--- src/rtl/bit_serializer_pkg.sv ---
// Shared state constants for the bit serializer and the downstream 1010 sequence detector.
package bit_serializer_pkg;

  localparam logic SER_IDLE  = 1'b0;
  localparam logic SER_SHIFT = 1'b1;

  typedef enum logic {
    StIdle  = SER_IDLE,
    StShift = SER_SHIFT
  } ser_state_e;

  // Sequence detector states: named by the prefix of 1010 matched so far.
  localparam logic [2:0] DET_IDLE  = 3'd0;
  localparam logic [2:0] DET_S1    = 3'd1;
  localparam logic [2:0] DET_S10   = 3'd2;
  localparam logic [2:0] DET_S101  = 3'd3;
  localparam logic [2:0] DET_S1010 = 3'd4;

  localparam logic [3:0] DET_PATTERN = 4'b1010;

endpackage

--- src/rtl/bit_serializer.sv ---
// Parallel-to-serial converter with valid/ready upload, downstream stall and word counter.
module bit_serializer
  import bit_serializer_pkg::*;
#(
  parameter int unsigned WIDTH     = 8,
  parameter int unsigned MSB_FIRST = 1
) (
  input  logic             clk,
  input  logic             rst,
  input  logic [WIDTH-1:0] din,
  input  logic             din_valid,
  output logic             din_ready,
  input  logic             stall,
  output logic             dout,
  output logic             dout_valid,
  output logic             busy,
  output logic [7:0]       words_sent
);

  localparam int unsigned     CntW    = $clog2(WIDTH);
  localparam logic [CntW-1:0] LastCnt = CntW'(WIDTH - 1);

  ser_state_e       r_state, w_state_d;
  logic [WIDTH-1:0] r_shift, w_shift_d;
  logic [CntW-1:0]  r_bit_cnt, w_bit_cnt_d;
  logic             r_dout, w_dout_d;
  logic             r_dout_valid, w_dout_valid_d;
  logic [7:0]       r_words_sent, w_words_sent_d;

  logic             w_last;
  logic             w_accept;
  logic             w_load_bit;
  logic             w_next_bit;
  logic [WIDTH-1:0] w_shift_adv;

  // The last-bit cycle doubles as an accept window so words can run back to back.
  assign w_last    = (r_state == StShift) && (r_bit_cnt == LastCnt) && !stall;
  assign din_ready = rst && ((r_state == StIdle) || w_last);
  assign w_accept  = din_valid && din_ready;

  assign w_load_bit  = (MSB_FIRST != 0) ? din[WIDTH-1] : din[0];
  assign w_next_bit  = (MSB_FIRST != 0) ? r_shift[WIDTH-2] : r_shift[1];
  assign w_shift_adv = (MSB_FIRST != 0) ? {r_shift[WIDTH-2:0], 1'b0}
                                        : {1'b0, r_shift[WIDTH-1:1]};

  always_comb begin
    w_state_d      = r_state;
    w_shift_d      = r_shift;
    w_bit_cnt_d    = r_bit_cnt;
    w_dout_d       = r_dout;
    w_dout_valid_d = r_dout_valid;
    w_words_sent_d = r_words_sent;

    unique case (r_state)
      StIdle: begin
        w_dout_d       = 1'b0;
        w_dout_valid_d = 1'b0;
      end
      StShift: begin
        if (stall) begin
          w_dout_valid_d = 1'b0;
        end else if (r_bit_cnt == LastCnt) begin
          w_words_sent_d = r_words_sent + 8'd1;
          w_state_d      = StIdle;
          w_bit_cnt_d    = '0;
          w_dout_d       = 1'b0;
          w_dout_valid_d = 1'b0;
        end else begin
          w_shift_d      = w_shift_adv;
          w_bit_cnt_d    = r_bit_cnt + CntW'(1);
          w_dout_d       = w_next_bit;
          w_dout_valid_d = 1'b1;
        end
      end
      default: w_state_d = StIdle;
    endcase

    if (w_accept) begin
      w_state_d      = StShift;
      w_shift_d      = din;
      w_bit_cnt_d    = '0;
      w_dout_d       = w_load_bit;
      w_dout_valid_d = 1'b1;
    end
  end

  always_ff @(posedge clk) begin
    if (!rst) begin
      r_state      <= StIdle;
      r_shift      <= '0;
      r_bit_cnt    <= '0;
      r_dout       <= 1'b0;
      r_dout_valid <= 1'b0;
      r_words_sent <= 8'd0;
    end else begin
      r_state      <= w_state_d;
      r_shift      <= w_shift_d;
      r_bit_cnt    <= w_bit_cnt_d;
      r_dout       <= w_dout_d;
      r_dout_valid <= w_dout_valid_d;
      r_words_sent <= w_words_sent_d;
    end
  end

  assign dout       = r_dout;
  assign dout_valid = r_dout_valid;
  assign busy       = (r_state == StShift);
  assign words_sent = r_words_sent;

endmodule

--- config.mk ---
export PLATFORM = sky130hd
export DESIGN_NAME = bit_serializer
export DESIGN_NICKNAME = d
export VERILOG_FILES = /design/src/rtl/bit_serializer_pkg.sv /design/src/rtl/bit_serializer.sv
export SDC_FILE = /design/constraint.sdc
export NUM_CORES = 1
export LEC_CHECK = 0
export ABC_AREA = 1
export CORE_MARGIN = 3
export CORE_UTILIZATION = 51
export DETAILED_ROUTE_END_ITERATION = 10
export HOLD_SLACK_MARGIN = 0.15
export PLACE_DENSITY_LB_ADDON = 0.15
export SYNTH_ARGS = -nofsm -noshare
export SYNTH_HDL_FRONTEND = slang
export SYNTH_SLANG_ARGS = --single-unit
--- constraint.sdc ---
create_clock -name clk -period 2.43 [get_ports clk]
set_input_delay 0.486 -clock clk [delete_from_list [all_inputs] [get_ports clk]]
set_output_delay 0.486 -clock clk [all_outputs]
set_load 0.02 [all_outputs]
== Yosys cells after proc, flatten, opt, wreduce, memory -nomap -nowiden ==
Index checks and enable logic that the tools add are counted.
Storage, ports and cells
  register bits after elaboration: 21
  output and inout bits: 12
  word-level logic and storage cells: 42
Operators by class
  add/subtract/negate cells: 2
  eq/ne operators: 4
  mux-type cells: 16
  bitwise operators: 3
  reductions and logical operators: 11
Operator list (number)
  $mux W7: 4
  $mux W1: 9
  $add A8 B1 Y8 const B: 1
  $reduce_and A3 Y1: 2
  $logic_and A1 B1 Y1: 4
  $pmux W1 S2: 2
  $add A3 B1 Y3 const B: 1
  $eq A3 B3 Y1 const B: 1
  $mux W3: 1
  $ne A3 B2 Y1 const B: 1
  $not A1 Y1: 3
  $ne A2 B1 Y1 const B: 1
  $ne A2 B2 Y1 const B: 1
  $reduce_and A2 Y1: 1
  $reduce_bool A2 Y1: 1
  $reduce_or A2 Y1: 1
  $logic_not A1 Y1: 1
  $logic_or A1 B1 Y1: 1

== Depth between registers and ports, before layout ==
Gate-level depths: netlist (run 1).
  depth after elaboration: 8
  gate-level depth with buffers: 10
  depth with buffers taken out: 10

== Least setup slack after synthesis (run 1) ==
OpenSTA, ideal clock, no wires.
  path kind: register -> output
  start: register r_bit_cnt[0]
  end: output port din_ready
  data arrival time: 1.227 ns
  setup slack: 0.717 ns
  stages on the path, launching flop included: 7
  buffers on the path: 0
  cell sequence: dfxtp_1 > ha_1 > ha_1 > inv_1 > nand2_4 > nand2_1 > nor2_1
On the way
  longest elaborated chain between the ends: 5
RTL lines
  start: declaration: line bit_serializer.sv:25  | logic [CntW-1:0] r_bit_cnt, w_bit_cnt_d;
  start signal: assignment: line bit_serializer.sv:98  | r_bit_cnt <= w_bit_cnt_d;
  $eq A3 B3 Y1: line bit_serializer.sv:37  | assign w_last = (r_state == StShift) && (r_bit_cnt == LastCnt) && !stall;
  $logic_and A1 B1 Y1 (2 in a row): line bit_serializer.sv:37
  $logic_or A1 B1 Y1: line bit_serializer.sv:38  | assign din_ready = rst && ((r_state == StIdle) || w_last);
  $logic_and A1 B1 Y1: line bit_serializer.sv:38
  end: declaration: line bit_serializer.sv:12  | output logic din_ready,
Every way passes these cells.

== Final worst setup path (run 1) ==
Same ends and word-level chain as after synthesis.

==> qor.yml, run 1 <==
sta:
  period_needed_ns: 2.23
  fin_ws_ns: 0.199
  whs_ns: 0.483
  slew_headroom_pct: 76.7
  fmax_mhz: 448
  finalHoldViolCount: 0
  grt_setup_unrepaired: "false"
  fin_crit_sh_pct: 91.8
  tightest_slew_ns: 0.348
  fin_skew_ns: 0.00367
  setup_viol: 0
  setup_tns_ns: 0
  slew_violations: 0
grt:
  grt_usage_pct: 18.0
  antenna_found_initial: 0
  grt_pass1_wl_mm: 3.56
  grt-ovfl-total: 0
  grt_max_degree: 16
  grt_pass1_vias: 919
place:
  place_ws_ns: 0.101
  dp_hpwl_mm: 1.64
  placed_cells: 196
  place_congestion: 0.820
  io_buffers: 23
synth:
  synth_compound_area_share_pct: 8.03
  synth_top_family_by_area: "simple AND/OR/NAND/NOR gates"
  synth-adder-area-share_pct: 3.71
  ys_ff_latch: 21
  synthCells: 145
  synth_nets: 160
  synth_mux_area_share_pct: 0
  yosysSeqAreaShare_pct: 41.5
  postSynthAreaPerCell_um2: 6.98
  synth-simple-area-share_pct: 39.7
  ys_types: 20
  yosys_warnings: 0
  synth_area_mm2: 0.00101
  synth_xor_xnor_area_share_pct: 0
critical_path:
  critPathRequiredTime_ns: 1.94
  crit_buf_inv: 2
  crit_fanout: 3
  cp_cell_sequence: "ha_1 -> ha_1 -> inv_1 -> nand2_4 -> nand2_1 -> nor2_1 -> dlygate4sd2_1"
  slowest_delay_ns: 0.38
  crit_type: "flop to output pin"
  critPathSlowestCell: "dfxtp_1"
  startpoint_type: "flop"
  arrival_ns: 1.74
  cp_top_family: "buffers and inverters"
  worst_path_most_repeated_cell: "ha_1"
  end_kind: "output pin"
floorplan:
  die_height_um: 50.6
  die_x_um: 50.6
  fp.coreArea_mm2: 0.00180
  die_area_mm2: 0.00256
  row_count: 15
  pin_count: 24
  start_util_pct: 56.2
clock_tree:
  cts-root-buf: "clkbuf_4"
  hold_buffers: 0
  cts_tree: "built"
  clk_latency_ns: 0.29
  cts_buffer_depth: 2
  path_clk_slew_ns: 0.11
  cts_setup_buffers: 0
  htreeDepth: 1
  cts_made_buffers: 3
  cts.sinks: 21
routing:
  routedWlPerCell_um: 10.9
  first_iter_violations: 17
  detail-route-antenna-nets: 0
  dr.pass1.iters: 4
  wl_mm: 2.18
  vias: 982
  vias_per_cell: 4.91
  drc: 0
cells_and_area:
  diodes: 0
  nNetsFinal: 191
  final_cells: 200
  final_core_util_pct: 73.3
  multi_input_area_um2: 520
  syn2layout_area_growth_pct: 30.5
  drive_above_1_share_pct: 8.57
  seq_area_um2: 420
  fillers: 156
power_and_ir_drop:
  seq_power_share_pct: 58.7
  clockPowerShare_pct: 26.1
  power.switching_mw: 0.157
  cellPowerDensity_mw_per_mm2: 471
  comb_power_share_pct: 15.2
  power.leakage_nw: 0.558
  ir_worst_vdd_mv: 0.297
  swShare_pct: 25.2
  p_int_mw: 0.465
hold_path:
  hold_class: "flop to flop"
outcome:
  status: "complete, no violations"
run:
  drv_cap: 0
==> placed cells by master (no fill, tap or decap) <==
cell type / n
nand2_1: 41
nor2_1: 22
clkdlybuf4s50_1: 22
dfxtp_1: 21
nand3_1: 16
inv_1: 14
a21oi_1: 10
o21ai_0: 5
buf_4: 5
ha_1: 3
clkbuf_4: 3
nor2_4: 2
nand2_4: 1
nand2_2: 1
nor2_2: 1
nand4_1: 1
a31oi_1: 1
nor3_1: 1
nand4_4: 1
inv_2: 1
or2_1: 1
clkbuf_1: 1
dlygate4sd2_1: 1
==> stage by stage <==
stage               area (um^2)  power, mW
floorplan                  1010      0.421
global placement           1300      0.464
detailed placement         1300      0.468
CTS                        1320      0.629
global route               1320      0.650
finish                     1320      0.622
==> final timing paths <==
| path | startpoint | to | slack, ns | cells past startpoint |
|---|---|---|---|---|
| max | r_bit_cnt[0]$_SDFFE_PP0P_ | din_ready | 0.20 | 7 |
| min | r_bit_cnt[2]$_SDFFE_PP0P_ | r_bit_cnt[2]$_SDFFE_PP0P_ | 0.48 | 2 |
| max reg2reg | r_bit_cnt[0]$_SDFFE_PP0P_ | r_bit_cnt[0]$_SDFFE_PP0P_ | 0.80 | 8 |
| min reg2reg | r_bit_cnt[2]$_SDFFE_PP0P_ | r_bit_cnt[2]$_SDFFE_PP0P_ | 0.48 | 2 |
==> timing repair <==
item                       4_1_cts  5_1_grt
setup endpoints to repair        1        0
resized for setup                1        0
hold endpoints to repair         0        0
==> cells in the mapped netlist <==
library cell,instances,area (um^2)
nand2_1,41,154
nor2_1,22,82.6
dfxtp_1,21,420
nand3_1,16,80.1
inv_1,14,52.6
a21oi_1,10,50.1
o21ai_0,5,25.0
ha_1,3,37.5
nor2_4,2,22.5
a31oi_1,1,6.26
buf_6,1,11.3
clkbuf_1,1,3.75
inv_2,1,3.75
nand2_2,1,6.26
nand2_4,1,11.3
nand4_1,1,6.26
nand4_4,1,21.3
nor2_2,1,6.26
nor3_1,1,5.00
or2_1,1,6.26
==> flip-flops by register name, summed over array words and instances (netlist names) <==
name / count
busy: 1
dout: 1
dout_valid: 1
r_bit_cnt: 3
r_shift: 7
words_sent: 8
==> layout make-up <==
type                    instances  share of cell area [%]
clock buffers                   4                    1.99
inverters                      15                    4.26
multi-input cells             107                    39.4
repair buffers                 28                    20.2
flip-flops and latches         21                    31.8
well taps                      25                    2.37
==> kinds of logic (layout without fill, tap and decap cells) <==
group                      Yosys count  in the layout
and+or+nand+nor                     88             88
DFF                                 21             21
buffers and inverters               17             47
AOI/OAI and AO/OA                   16             16
adders and majority gates            3              3
==> power groups by stage <==
stage | clock [mW] | sequential [mW] | combinational [mW]
global route | 0.180 | 0.367 | 0.104
finish | 0.163 | 0.365 | 0.0946
floorplan | 0 | 0.375 | 0.0457
detailed placement | 0 | 0.372 | 0.0953
global placement | 0 | 0.372 | 0.0924
CTS | 0.169 | 0.365 | 0.0949
==> metal layers <==
layer	up-vias	GRT usage, %	part of all wire (%)
met3	2	3.26	3.9
met5	-	0	0
li1	523	-	-
met4	0	9.42	0.78
met1	437	22.0	49
met2	20	30.0	47
==> worst reg2reg max path: stages, from the launching register on <==
cell and delay [ns]:
dfxtp_1 0.34, ha_1 0.20, ha_1 0.20, inv_1 0.11, nand2_4 0.08, nor2_4 0.17
inv_2 0.12, or2_1 0.23, a21oi_1 0.12
Power figures use the tool's default switching activity.
==> run 2: changes to the inputs <==
- CORE_UTILIZATION: 51 -> 35
==> qor.yml, run 2 (same netlist as run 1, synthesis figures left out) <==
outcome:
  status: "complete, no violations"
critical_path:
  rr_endpoint: "r_bit_cnt[0]$_SDFFE_PP0P_"
  crit_type: "flop to output pin"
  crit_fanout: 3  # unchanged
  end_kind: "output pin"
  startpoint_type: "flop"
  critPathRequiredTime_ns: 1.94  # about the same
  rr_worst_depth: 8  # unchanged
  ff2ff_setup_slack_ns: 0.79  # about the same
  r2r_start: "r_bit_cnt[0]$_SDFFE_PP0P_"
  arrival_ns: 1.62  # -0.12 ns
sta:
  setup_tns_ns: 0  # unchanged
  slew_violations: 0  # unchanged
  tightest_slew_ns: 0.313  # -0.0349 ns
  fin_skew_ns: 0.00480  # +0.00113 ns
  fin_ws_ns: 0.321  # +0.122 ns
  fin_crit_sh_pct: 86.8  # -5.0 points
  period_needed_ns: 2.11  # -0.122 ns
  grt_setup_unrepaired: "false"
  finalHoldViolCount: 0  # unchanged
  slew_headroom_pct: 79.1  # +2.3 points
  setup_viol: 0  # unchanged
  fmax_mhz: 474  # +5.8%
cells_and_area:
  syn2layout_area_growth_pct: 30.9
  layout_common_cells: "nand2_1 (41), nor2_1 (22), clkdlybuf4s50_1 (22)"
  largest_reg_flops: 8  # unchanged
  drive_above_1_share_pct: 9.71  # +1.1 points
  diodes: 0  # unchanged
  nNetsFinal: 191  # unchanged
  fillers: 270  # +73%
  seq_area_um2: 420  # unchanged
  mostFrequentLayoutCell: "nand2_1"
  multi_input_area_um2: 520  # unchanged
clock_tree:
  clk_latency_ns: 0.31  # +0.02 ns
  cts.sinks: 21  # unchanged
  cts_made_buffers: 3  # unchanged
  cts_tree: "built"
  cts-root-buf: "clkbuf_4"
  path_clk_slew_ns: 0.12  # about the same
  hold_buffers: 0  # unchanged
  htreeDepth: 1  # unchanged
  cts_buffer_depth: 2  # unchanged
power_and_ir_drop:
  clockPowerShare_pct: 27.1  # +1.0 points
  cellPowerDensity_mw_per_mm2: 474  # +0.65%
  p_int_mw: 0.463  # -0.55%
  swShare_pct: 26.3  # +1.1 points
  power.switching_mw: 0.165  # +5.3%
  ir_worst_vdd_mv: 0.469  # +58%
  power.leakage_nw: 0.559  # about the same
  seq_power_share_pct: 58.2  # -0.5 points
  comb_power_share_pct: 14.8  # -0.4 points
floorplan:
  start_util_pct: 38.7  # -17 points
  die_x_um: 59.8  # +18%
  fp.coreArea_mm2: 0.00261  # +45%
  row_count: 18  # +3
  die_area_mm2: 0.00357  # +40%
  die_height_um: 59.8  # +18%
  pin_count: 24  # unchanged
routing:
  first_iter_violations: 32  # +15
  dr.pass1.iters: 4  # unchanged
  detail-route-antenna-nets: 0  # unchanged
  vias: 983  # +0.10%
  routedWlPerCell_um: 10.7  # -2.2%
  vias_per_cell: 4.80  # -2.3%
  wl_mm: 2.19  # +0.28%
  drc: 0  # unchanged
hold_path:
  hp-start: "r_bit_cnt[2]$_SDFFE_PP0P_"
  hold_end: "r_bit_cnt[2]$_SDFFE_PP0P_"
  min_path_cells: 2  # unchanged
  hold_class: "flop to flop"
place:
  place_ws_ns: 0.0834  # -0.0172 ns
  dp_hpwl_mm: 1.63  # -0.38%
  place_congestion: 0.790  # -3.7%
  io_buffers: 23  # unchanged
grt:
  grt.busiest_layer: "met2"
  use_met2_pct: 21.1  # -8.9 points
  grt_max_degree: 16  # unchanged
  met1_usage_pct: 19.1  # -2.9 points
  grt_pass1_wl_mm: 3.83  # +7.6%
  antenna_found_initial: 0  # unchanged
  grt_pass1_vias: 843  # -8.3%
  grt-ovfl-total: 0  # unchanged
  grt_usage_pct: 14.0  # -4.0 points
  use_met3_pct: 4.54  # +1.3 points
run:
  drv_cap: 0  # unchanged
==> run 2: cell types whose count changed in the layout (fill, tap and decap cells not counted) <==
cell / delta
clkbuf_1: -1
clkbuf_2: +1
clkinv_2: +1
dlygate4sd2_1: -1
==> run 2: layer usage <==
layer / wire length [um] / vias to the layer above / share of wire (%)
li1: - / 521 / -
met1: 1060 / 435 / 49
met2: 981 / 25 / 45
met3: 130 / 2 / 5.9
met4: 13 / 0 / 0.59
met5: 0 / - / 0
==> run 2: worst max-delay path: stages (launching register included) <==
cell      delay, ns
dfxtp_1        0.38
ha_1           0.16
ha_1           0.18
inv_1          0.09
nand2_4        0.09
nand2_1        0.07
nor2_1         0.15
clkbuf_2       0.20
==> run 2: stage by stage <==
stage	hold slack (ns)	util [%]	power (mW)	instances	instance area, um^2
floorplan	0.442	-	0.421	145	1010
global route	0.497	50.7	0.665	205	1330
detailed placement	0.467	49.9	0.467	201	1300
CTS	0.485	50.9	0.637	205	1330
global placement	0.453	49.9	0.465	201	1300
finish	0.484	50.7	0.628	205	1330
==> run 2: power groups by stage <==
stage | clock network (mW) | registers, mW | logic, mW
floorplan | 0 | 0.375 | 0.0457
global placement | 0 | 0.372 | 0.0932
detailed placement | 0 | 0.373 | 0.0943
CTS | 0.177 | 0.365 | 0.0941
global route | 0.194 | 0.367 | 0.104
finish | 0.170 | 0.365 | 0.0926
==> run 2: final cells by class <==
type / instances / area share (%)
clock inverter: 1 / 0.378
timing repair buffer: 28 / 19.8
sequential: 21 / 31.7
tap: 30 / 2.83
clock buffer: 3 / 1.70
multi-input combinational: 107 / 39.3
inverter: 15 / 4.25
==> run 2: what timing repair did <==
item / in CTS / in global routing
setup buffers: 0 / 0
pin swaps: 0 / 0
endpoints found under the hold margin: 0 / 0
endpoints found under the setup margin: 1 / 1
gates resized for setup: 1 / 2
==> run 2: worst max-delay path by stage <==
stage                              startpoint   endpoint  slack [ns]
global placement                        stall  din_ready        0.06
floorplan           r_bit_cnt[0]$_SDFFE_PP0P_  din_ready        0.72
detailed placement                      stall  din_ready        0.08
CTS                 r_bit_cnt[0]$_SDFFE_PP0P_  din_ready        0.12
global route        r_bit_cnt[0]$_SDFFE_PP0P_  din_ready        0.10
finish              r_bit_cnt[0]$_SDFFE_PP0P_  din_ready        0.32
